<file path="src/rtl/module_alu_ctrl_fsm.sv">
// Board-facing sequencer: latches operand A, operand B and the ALU opcode from the switches,
// one per load press, then captures the ALU mux result and a zero flag for display.
module module_alu_ctrl_fsm #(
   parameter int unsigned WIDTH = 4
) (
   input  logic             clk_i,
   input  logic             rst_i,
   input  logic [WIDTH-1:0] sw_i,
   input  logic             btn_load_i,
   input  logic             btn_clr_i,
   input  logic [WIDTH-1:0] alu_result_i,
   output logic [WIDTH-1:0] operand_a_o,
   output logic [WIDTH-1:0] operand_b_o,
   output logic [3:0]       alu_control_o,
   output logic [WIDTH-1:0] result_o,
   output logic             zero_o,
   output logic             result_valid_o,
   output logic [2:0]       state_o
);

   localparam int unsigned OP_W = 4;

   typedef enum logic [2:0] {
      S_WAIT_A  = 3'd0,
      S_WAIT_B  = 3'd1,
      S_WAIT_OP = 3'd2,
      S_EXEC    = 3'd3,
      S_SHOW    = 3'd4
   } state_e;

   state_e            state_q, state_d;
   logic [WIDTH-1:0]  op_a_q, op_a_d;
   logic [WIDTH-1:0]  op_b_q, op_b_d;
   logic [OP_W-1:0]   ctl_q, ctl_d;
   logic [WIDTH-1:0]  res_q, res_d;
   logic              zero_q, zero_d;
   logic              valid_q, valid_d;

   logic load_meta_q, load_sync_q, load_prev_q;
   logic clr_meta_q, clr_sync_q;
   logic load_pulse;

   // Two-flop synchronizers plus one edge-detect flop on the load button
   always_ff @(posedge clk_i or posedge rst_i) begin
      if (rst_i) begin
         load_meta_q <= 1'b0;
         load_sync_q <= 1'b0;
         load_prev_q <= 1'b0;
         clr_meta_q  <= 1'b0;
         clr_sync_q  <= 1'b0;
      end else begin
         load_meta_q <= btn_load_i;
         load_sync_q <= load_meta_q;
         load_prev_q <= load_sync_q;
         clr_meta_q  <= btn_clr_i;
         clr_sync_q  <= clr_meta_q;
      end
   end

   assign load_pulse = load_sync_q & ~load_prev_q;

   always_ff @(posedge clk_i or posedge rst_i) begin
      if (rst_i) begin
         state_q <= S_WAIT_A;
         op_a_q  <= '0;
         op_b_q  <= '0;
         ctl_q   <= '0;
         res_q   <= '0;
         zero_q  <= 1'b0;
         valid_q <= 1'b0;
      end else begin
         state_q <= state_d;
         op_a_q  <= op_a_d;
         op_b_q  <= op_b_d;
         ctl_q   <= ctl_d;
         res_q   <= res_d;
         zero_q  <= zero_d;
         valid_q <= valid_d;
      end
   end

   // Clear dominates; a load pulse seen in S_EXEC is ignored, not remembered
   always_comb begin
      state_d = state_q;
      op_a_d  = op_a_q;
      op_b_d  = op_b_q;
      ctl_d   = ctl_q;
      res_d   = res_q;
      zero_d  = zero_q;
      valid_d = valid_q;
      if (clr_sync_q) begin
         state_d = S_WAIT_A;
         op_a_d  = '0;
         op_b_d  = '0;
         ctl_d   = '0;
         res_d   = '0;
         zero_d  = 1'b0;
         valid_d = 1'b0;
      end else begin
         case (state_q)
            S_WAIT_A: if (load_pulse) begin
               op_a_d  = sw_i;
               state_d = S_WAIT_B;
            end
            S_WAIT_B: if (load_pulse) begin
               op_b_d  = sw_i;
               state_d = S_WAIT_OP;
            end
            S_WAIT_OP: if (load_pulse) begin
               ctl_d   = sw_i[OP_W-1:0];
               state_d = S_EXEC;
            end
            S_EXEC: begin
               res_d   = alu_result_i;
               zero_d  = (alu_result_i == '0);
               valid_d = 1'b1;
               state_d = S_SHOW;
            end
            S_SHOW: if (load_pulse) begin
               valid_d = 1'b0;
               state_d = S_WAIT_A;
            end
            default: state_d = S_WAIT_A;
         endcase
      end
   end

   assign operand_a_o    = op_a_q;
   assign operand_b_o    = op_b_q;
   assign alu_control_o  = ctl_q;
   assign result_o       = res_q;
   assign zero_o         = zero_q;
   assign result_valid_o = valid_q;
   assign state_o        = state_q;

endmodule
</file>
<file path="config.mk">
export PLATFORM = sky130hd
export DESIGN_NAME = module_alu_ctrl_fsm
export DESIGN_NICKNAME = d
export VERILOG_FILES = /design/src/rtl/module_alu_ctrl_fsm.sv
export SDC_FILE = /design/constraint.sdc
export NUM_CORES = 1
export LEC_CHECK = 0
export CAP_MARGIN = 20
export CELL_PAD_IN_SITES_DETAIL_PLACEMENT = 1
export CELL_PAD_IN_SITES_GLOBAL_PLACEMENT = 1
export CORE_MARGIN = 2
export CORE_UTILIZATION = 51
export CTS_CLUSTER_SIZE = 40
export DETAILED_ROUTE_END_ITERATION = 10
export DONT_BUFFER_PORTS = 1
export PLACE_DENSITY = 0.78
export SETUP_SLACK_MARGIN = 0.02
export SYNTH_ARGS = -nofsm -noshare
export SYNTH_HDL_FRONTEND = slang
export SYNTH_SLANG_ARGS = --single-unit
</file>
<file path="constraint.sdc">
create_clock -name clk_i -period 2.8 [get_ports clk_i]
set_input_delay 0.42 -clock clk_i [delete_from_list [all_inputs] [get_ports clk_i]]
set_output_delay 0.42 -clock clk_i [all_outputs]
set_load 0.01 [all_outputs]
</file>
==> reports/qor.yml <==
status: "completed"
r2r_cells: 3
rsz0062_at_grt: "no"
hpwl_um: 1377
cts_buffers: 3
maxSlewViolCount: 0
port_buffers: 0
syn_area_per_cell_sq_um: 12.65
die_area_sq_mm: 0.002627
p_per_area_mw_per_mm2: 493.1
htreeDepth: 1
num_rows: 17
synth-seq-area-share_pct: 57.14
antenna_found_initial: 0
wl_um: 2021
syn-num-nets: 102
first_pass_iters: 3
postSynthCellCount: 90
dp_cells: 114
synth-seq-cells: 26
die_x_um: 51.25
routabilityCongestion: 0.6989
critPathArrivalTime_ps: 1690
hold_viol_final: 0
grt_start_max_net_pins: 27
die-height_um: 51.25
timing.final.crit_period_ps: 1451
cap_violations: 0
min_path_type: "in -> reg"
initial_core_util_pct: 52.48
cts_tree: "done"
routedWlPerCell_um: 16.98
stdcell_count: 119
fp.coreArea_sq_mm: 0.002170
crit_type: "reg -> reg"
layout.nets: 105
cp.required_ps: 3040
fmax_ghz: 0.6891
grt.total_usage_pct: 17.34
critPathLaunchType: "register"
drive_gt1_share_pct: 9.890
setup_violations: 0
clock_latency_ps: 310
hold_path_depth: 0
synthDistinctLibCells: 20
crit_fanout: 11
final_cell_area_sq_mm: 0.001200
ir_worst_vdd_mv: 0.3169
min_period_over_period_pct: 51.83
drc: 0
cts_buffer_depth: 2
finalPower_uw: 591.6
cp-end-kind: "register"
overflow: 0
ios: 33
syn-cell-area_sq_mm: 0.001139
num_antenna_cells: 0
path_clk_slew_ps: 130
grt_pass1_vias: 745
post_dp_cell_area_sq_mm: 0.001140
area_growth_pct: 5.385
worst_pin_slew_ps: 656.3
via_per_inst: 5.613
setup_tns_ps: 0
power_leakage_nw: 0.6006
ant_nets: 0
cts_root_buf: "clkbuf_4"
drt_iter0_drc: 1
postCtsSetupBuffers: 0
cts_num_sinks: 26
fin_worst_skew_ps: 3.351
vias: 668
grt_first_pass_wirelength_um: 3353
max_slew_margin_pct: 56.25
synth_warnings: 0
## layout make-up
type	instances	area (sq um)
Tap cell	28	35.03
Inverter	1	3.754
Sequential cell	26	650.6
Multi-Input combinational cell	59	450.4
Clock buffer	3	22.52
Fill cell	227	969.7
Timing Repair Buffer	2	37.54
## worst max-delay path: stages, from the launching register on
cell	delay (ps)
dfrtp_1	610
nand2b_1	150
nor3_1	390
mux2i_1	240
## registers in the layout, summed over array words and instances (netlist names)
register and flops:
load_prev_q 1, load_sync_q 1, operand_a_o 4, operand_b_o 4, clr_sync_q 1, result_valid_o 1, state_o 3, clr_meta_q 1
zero_o 1, result_o 4, alu_control_o 4, load_meta_q 1
## stage by stage
stage                     setup WS, ps  util [%]  hold WS, ps
final                             1349     55.31        120.5
after global routing              1231     55.31        84.64
after CTS                         1346     53.58        103.9
after detailed placement          1389     52.54        336.2
after global placement            1414     52.54        334.8
after floorplan                   1529         -        331.2
## final timing paths
check	slack, ps	endpoint	start
min in group asynchronous	480	clr_meta_q	rst_i
max in group asynchronous	1920	load_prev_q	rst_i
max	1350	operand_b_o[1]	state_o[0]
min	120	clr_meta_q	btn_clr_i
min reg2reg	360	load_sync_q	load_meta_q
max reg2reg	1350	operand_b_o[1]	state_o[0]
## layout by cell type (no fill, tap or decap), drive strengths merged
cell type,n
dfrtp,26
nand2b,20
mux2i,17
nor2,6
nand3b,4
a211oi,3
clkbuf,3
a21oi,2
nor4,1
nor2b,1
nand3,1
nor3,1
or4b,1
or3,1
inv,1
o31ai,1
dlygate4sd3,1
buf,1
## cell families after synthesis
kind of cell           Yosys count  synth area share (%)
AOI/OAI and AO/OA                6                 3.846
buffers and inverters            5                 3.296
DFF                             26                 57.14
muxes                           17                 14.94
and+or+nand+nor                 36                 20.77
## what timing repair did
item / CTS / global route
endpoints found under the hold margin: 0 / 5
resized for setup: 0 / 0
hold buffers: 0 / 1
## routing by layer
metal	routed length, um	up-vias	global-route usage, %
met5	0	-	0
met4	0	0	6.579
met3	119	0	5.263
met2	1009	17	29.44
met1	892	339	20.66
li1	-	312	-
## Yosys cell counts
| master | number | area [sq um] |
|---|---|---|
| dfrtp_1 | 26 | 650.6 |
| nand2b_1 | 20 | 125.1 |
| mux2i_1 | 17 | 170.2 |
| nor2_1 | 6 | 22.52 |
| a211oi_1 | 3 | 22.52 |
| nand3b_1 | 3 | 22.52 |
| buf_6 | 2 | 22.52 |
| a21oi_1 | 1 | 5.000 |
| a21oi_2 | 1 | 8.760 |
| buf_4 | 1 | 7.510 |
| clkbuf_1 | 1 | 3.750 |
| inv_1 | 1 | 3.750 |
| nand3_1 | 1 | 5.000 |
| nand3b_2 | 1 | 11.26 |
| nor2b_4 | 1 | 13.76 |
| nor3_1 | 1 | 5.000 |
| nor4_1 | 1 | 6.260 |
| o31ai_1 | 1 | 7.510 |
| or3_4 | 1 | 11.26 |
| or4b_4 | 1 | 13.76 |
## where the power goes
part / switching [mW] / internal, mW
combinational: 0.0196 / 0.0191
sequential: 0.0164 / 0.385
clock: 0.101 / 0.0503
Note: power is estimated with default switching activity, not from simulation.
